**config.mk**
```make
export PLATFORM = sky130hd
export DESIGN_NAME = oped_axis_skid
export DESIGN_NICKNAME = d
export VERILOG_FILES = /design/src/rtl/oped_axis_pkg.sv /design/src/rtl/oped_axis_skid.sv
export SDC_FILE = /design/constraint.sdc
export NUM_CORES = 1
export LEC_CHECK = 0
export CORE_AREA = 5 5 249 251
export DETAILED_ROUTE_END_ITERATION = 10
export DIE_AREA = 0 0 254 256
export GPL_ROUTABILITY_DRIVEN = 1
export GPL_TIMING_DRIVEN = 0
export MAX_ROUTING_LAYER = met4
export PLACE_DENSITY = 0.8
export SYNTH_ARGS = -nofsm -noshare
export SYNTH_HDL_FRONTEND = slang
export SYNTH_SLANG_ARGS = --single-unit
```
**constraint.sdc**
```tcl
create_clock -name clk_i -period 3.2 [get_ports clk_i]
set_input_delay 0.64 -clock clk_i [delete_from_list [all_inputs] [get_ports clk_i]]
set_output_delay 0.64 -clock clk_i [all_outputs]
set_load 0.1 [all_outputs]
```
**src/rtl/oped_axis_pkg.sv**
```systemverilog
// rtl/oped_axis_pkg.sv - shared widths, status bit positions and beat type for the OPED ingress path
package oped_axis_pkg;

    localparam int DAT_W  = 256;
    localparam int STRB_W = 32;
    localparam int LEN_W  = 16;
    localparam int PORT_W = 8;
    localparam int ACC_W  = 17;
    localparam int USER_W = 32;
    localparam int STAT_W = 3;

    localparam int STAT_MISSING_HDR  = 0;
    localparam int STAT_LEN_MISMATCH = 1;
    localparam int STAT_UPSTREAM_ERR = 2;

    typedef struct packed {
        logic [DAT_W-1:0]  data;
        logic [STRB_W-1:0] strb;
        logic              last;
        logic [USER_W-1:0] user;
        logic [STAT_W-1:0] stat;
    } beat_t;

    function automatic logic [5:0] popcount_strb(input logic [STRB_W-1:0] v);
        logic [5:0] c;
        c = '0;
        for (int i = 0; i < STRB_W; i++) begin
            c = c + {5'd0, v[i]};
        end
        return c;
    endfunction

endpackage

```
**src/rtl/oped_axis_skid.sv**
```systemverilog
// rtl/oped_axis_skid.sv - 2-entry register slice (main + skid) over beat_t
module oped_axis_skid
    import oped_axis_pkg::*;
(
    input  logic  clk_i,
    input  logic  rst_ni,
    input  beat_t s_beat_i,
    input  logic  s_valid_i,
    output logic  s_ready_o,
    output beat_t m_beat_o,
    output logic  m_valid_o,
    input  logic  m_ready_i
);

    beat_t main_q, main_d, skid_q, skid_d;
    logic  main_vld_q, main_vld_d, skid_vld_q, skid_vld_d;
    logic  rdy_en_q;
    logic  push, pop;

    // Skid entry only fills while main is held, so a full buffer is exactly skid_vld_q.
    assign s_ready_o = rdy_en_q & ~skid_vld_q;
    assign push      = s_valid_i & s_ready_o;
    assign pop       = main_vld_q & m_ready_i;
    assign m_beat_o  = main_q;
    assign m_valid_o = main_vld_q;

    always_comb begin
        main_d     = main_q;
        main_vld_d = main_vld_q;
        skid_d     = skid_q;
        skid_vld_d = skid_vld_q;
        if (!main_vld_q || pop) begin
            if (skid_vld_q) begin
                main_d     = skid_q;
                main_vld_d = 1'b1;
                skid_vld_d = 1'b0;
            end else begin
                if (push) main_d = s_beat_i;
                main_vld_d = push;
            end
        end else if (push) begin
            skid_d     = s_beat_i;
            skid_vld_d = 1'b1;
        end
    end

    always_ff @(posedge clk_i or negedge rst_ni) begin
        if (!rst_ni) begin
            main_q     <= '0;
            main_vld_q <= 1'b0;
            skid_q     <= '0;
            skid_vld_q <= 1'b0;
            rdy_en_q   <= 1'b0;
        end else begin
            main_q     <= main_d;
            main_vld_q <= main_vld_d;
            skid_q     <= skid_d;
            skid_vld_q <= skid_vld_d;
            rdy_en_q   <= 1'b1;
        end
    end

endmodule

```
==> impl_metrics.ini <==
[setup_path]
path_max_fanout = 2
critPathSlowestCell = clkdlybuf4s50_1
slowest_delay_ps = 1200
crit_required_ps = 2560
crit_type = flop to output port
cp-end-kind = output port
crit_chain = and2b_1 -> clkdlybuf4s50_1
critPathArrivalTime_ps = 2460
cp-start-kind = flop

[global_route]
overflow = 0
grt_pass1_wl_um = 118000
antenna_found_initial = 33
grt_pass1_vias = 19900
grt.total_usage = 0.238
grt_max_degree = 130

[floorplan]
die_w_um = 254
initial_core_util = 0.474
ios = 654
rows = 90
die_y_um = 256
die_area_sq_um = 65000
core_sq_um = 59700

[timing]
finalCritPeriodShare = 0.970
worst_slack_ps = 96.8
hold_violations = 0
tns_ps = 0
fin_skew_ps = 31.3
fmax_mhz = 322
rsz0062_at_grt = no
relSlewSlack = 0.223
maxSlewViolCount = 0
setup_viol = 0
final.min_clock_period_ps = 3100
tightest_slew_ps = 1160

[logic_synthesis]
synth_cell_type_count = 16
synth_seq_area_share = 0.575
synth_top_area_share = 0.575
netlist.top_cell.by_area = dfrtp_1
avgSynthCellArea_sq_um = 16.3
ys_top_cells_by_area = dfrtp_1, mux2_2, mux2_1
yosysMostFrequentCell = mux2_2
ys_ff_latch = 651
synth_common_cells = mux2_2, dfrtp_1, mux2_1
syn-cell-area_sq_um = 28300
syn-instance-count = 1738
synthFlopType = dfrtp_1
yosysWarnings = 0
synthArstFlopShare = 1.00
syn-num-nets = 2066
synth-edff-count = 0

[pwr]
power_density_nw_per_um2 = 889
ir_worst_vdd_mv = 0.887
leakagePower_nw = 16.3
p_total_mw = 34.2

[clock_network]
cts_max_path_buffers = 3
cts_setup_buffers = 0
clock_latency_ps = 610
path_clk_slew_ps = 60
cts_buffers = 71
htree_num_levels = 3
clock-root-buffer = clkbuf_16
cts_sinks = 651
cts_tree = yes

[detailed_routing]
drtAntennaViolNets = 0
via_count = 17400
wl_per_cell_um = 23.1
drt_iter0_markers = 607
firstDrtPassIters = 4
finalWirelength_um = 77000
drc = 0
via_per_inst = 5.21

[finish]
drive_above_1_share = 0.395
fill_cells = 4209
nets = 2798
stdcell_area_sq_um = 38500
area_growth_pct = 36.1
finalNonFillerCells = 3339

[placement]
placed_cells = 3178
port_buffers = 653
place_congestion = 0.847
post-dp-hpwl_um = 56800
pre_cts_ws_ps = 211
placed_area_sq_um = 36000

[worst_hold_path]
hp-class = flop to flop

[status]
outcome = finished clean

[flow_run]
cap_violations = 0
stage by stage:
step                      utilization  hold WS (ps)
final                           0.646           483
after floorplan                     -           344
after global routing            0.646           497
after detailed placement        0.603           475
after CTS                       0.644           489
after global placement          0.600           467
sequential cells by signal, summed over array words and instances, names as in the netlist:
register and flops:
m_valid_o 1, rdy_en_q 1, m_beat_o 324, skid_q 324
skid_vld_q 1
critical path: cells and delay by family (launching register included):
family / cells / cell delay, ps
buffers and inverters: 1 / 1200
DFF: 1 / 390
and+or+nand+nor: 1 / 270
layout by cell type, fill, tap and decap left out, drive strengths merged:
master / synthesis / routed
inv: 0 / 3
diode: 0 / 35
bufinv: 0 / 4
clkinv: 0 / 11
and2b: 2 / 2
clkdlybuf4s50: 0 / 652
clkbuf: 6 / 113
nor2: 2 / 2
conb: 1 / 1
nand2b: 1 / 1
dfrtp: 651 / 651
dlygate4sd3: 0 / 1
nand2: 1 / 1
nand3: 1 / 1
a21oi: 1 / 1
mux2: 972 / 972
buf: 100 / 106
repair_timing:
action                    CTS  global route
hold endpoints to repair   60             0
hold buffers                1             0
gates resized for setup     0             0
final cells by class:
class | count | area [sq um] | share of cell area
Sequential cell | 651 | 16300 | 0.423
Multi-Input combinational cell | 981 | 11200 | 0.292
Timing Repair Buffer | 659 | 6690 | 0.174
Clock buffer | 107 | 2220 | 0.0575
Tap cell | 782 | 978 | 0.0254
Buffer | 106 | 771 | 0.0200
Clock inverter | 18 | 250 | 0.00649
Antenna cell | 35 | 87.6 | 0.00227
per-layer routing:
metal  up-vias  track usage  share of wire
li1       7762            -              -
met1      9025        0.266           0.37
met2       470        0.393           0.51
met3       150       0.0677          0.072
met4         0        0.117          0.041
met5         -            -              0
where the power goes:
part,leakage (nW),total [mW],switching [mW],internal [mW]
Clock,1.23,8.53,3.40,5.13
Sequential,7.77,11.7,1.22,10.5
Combinational,7.35,14.0,9.83,4.16
Total,16.3,34.2,14.5,19.8
worst paths after layout:
path / from / cells past startpoint / endpoint / slack (ps)
min in group asynchronous: rst_ni / 2 / m_beat_o[279]$_DFFE_PN0P_ / 560
max reg2reg: skid_vld_q$_DFFE_PN0P_ / 6 / m_beat_o[224]$_DFFE_PN0P_ / 950
min reg2reg: skid_q[80]$_DFFE_PN0P_ / 1 / skid_q[80]$_DFFE_PN0P_ / 480
max: skid_vld_q$_DFFE_PN0P_ / 2 / s_ready_o / 100
max in group asynchronous: rst_ni / 5 / m_beat_o[88]$_DFFE_PN0P_ / 550
min: skid_q[80]$_DFFE_PN0P_ / 1 / skid_q[80]$_DFFE_PN0P_ / 480
logic make-up after synthesis:
family,share of synthesized area
and+or+nand+nor,0.00203
AOI/OAI and AO/OA,0.000575
other,0.000132
DFF,0.575
muxes,0.395
buffers and inverters,0.0272
Note: power is estimated with default switching activity, not from simulation.
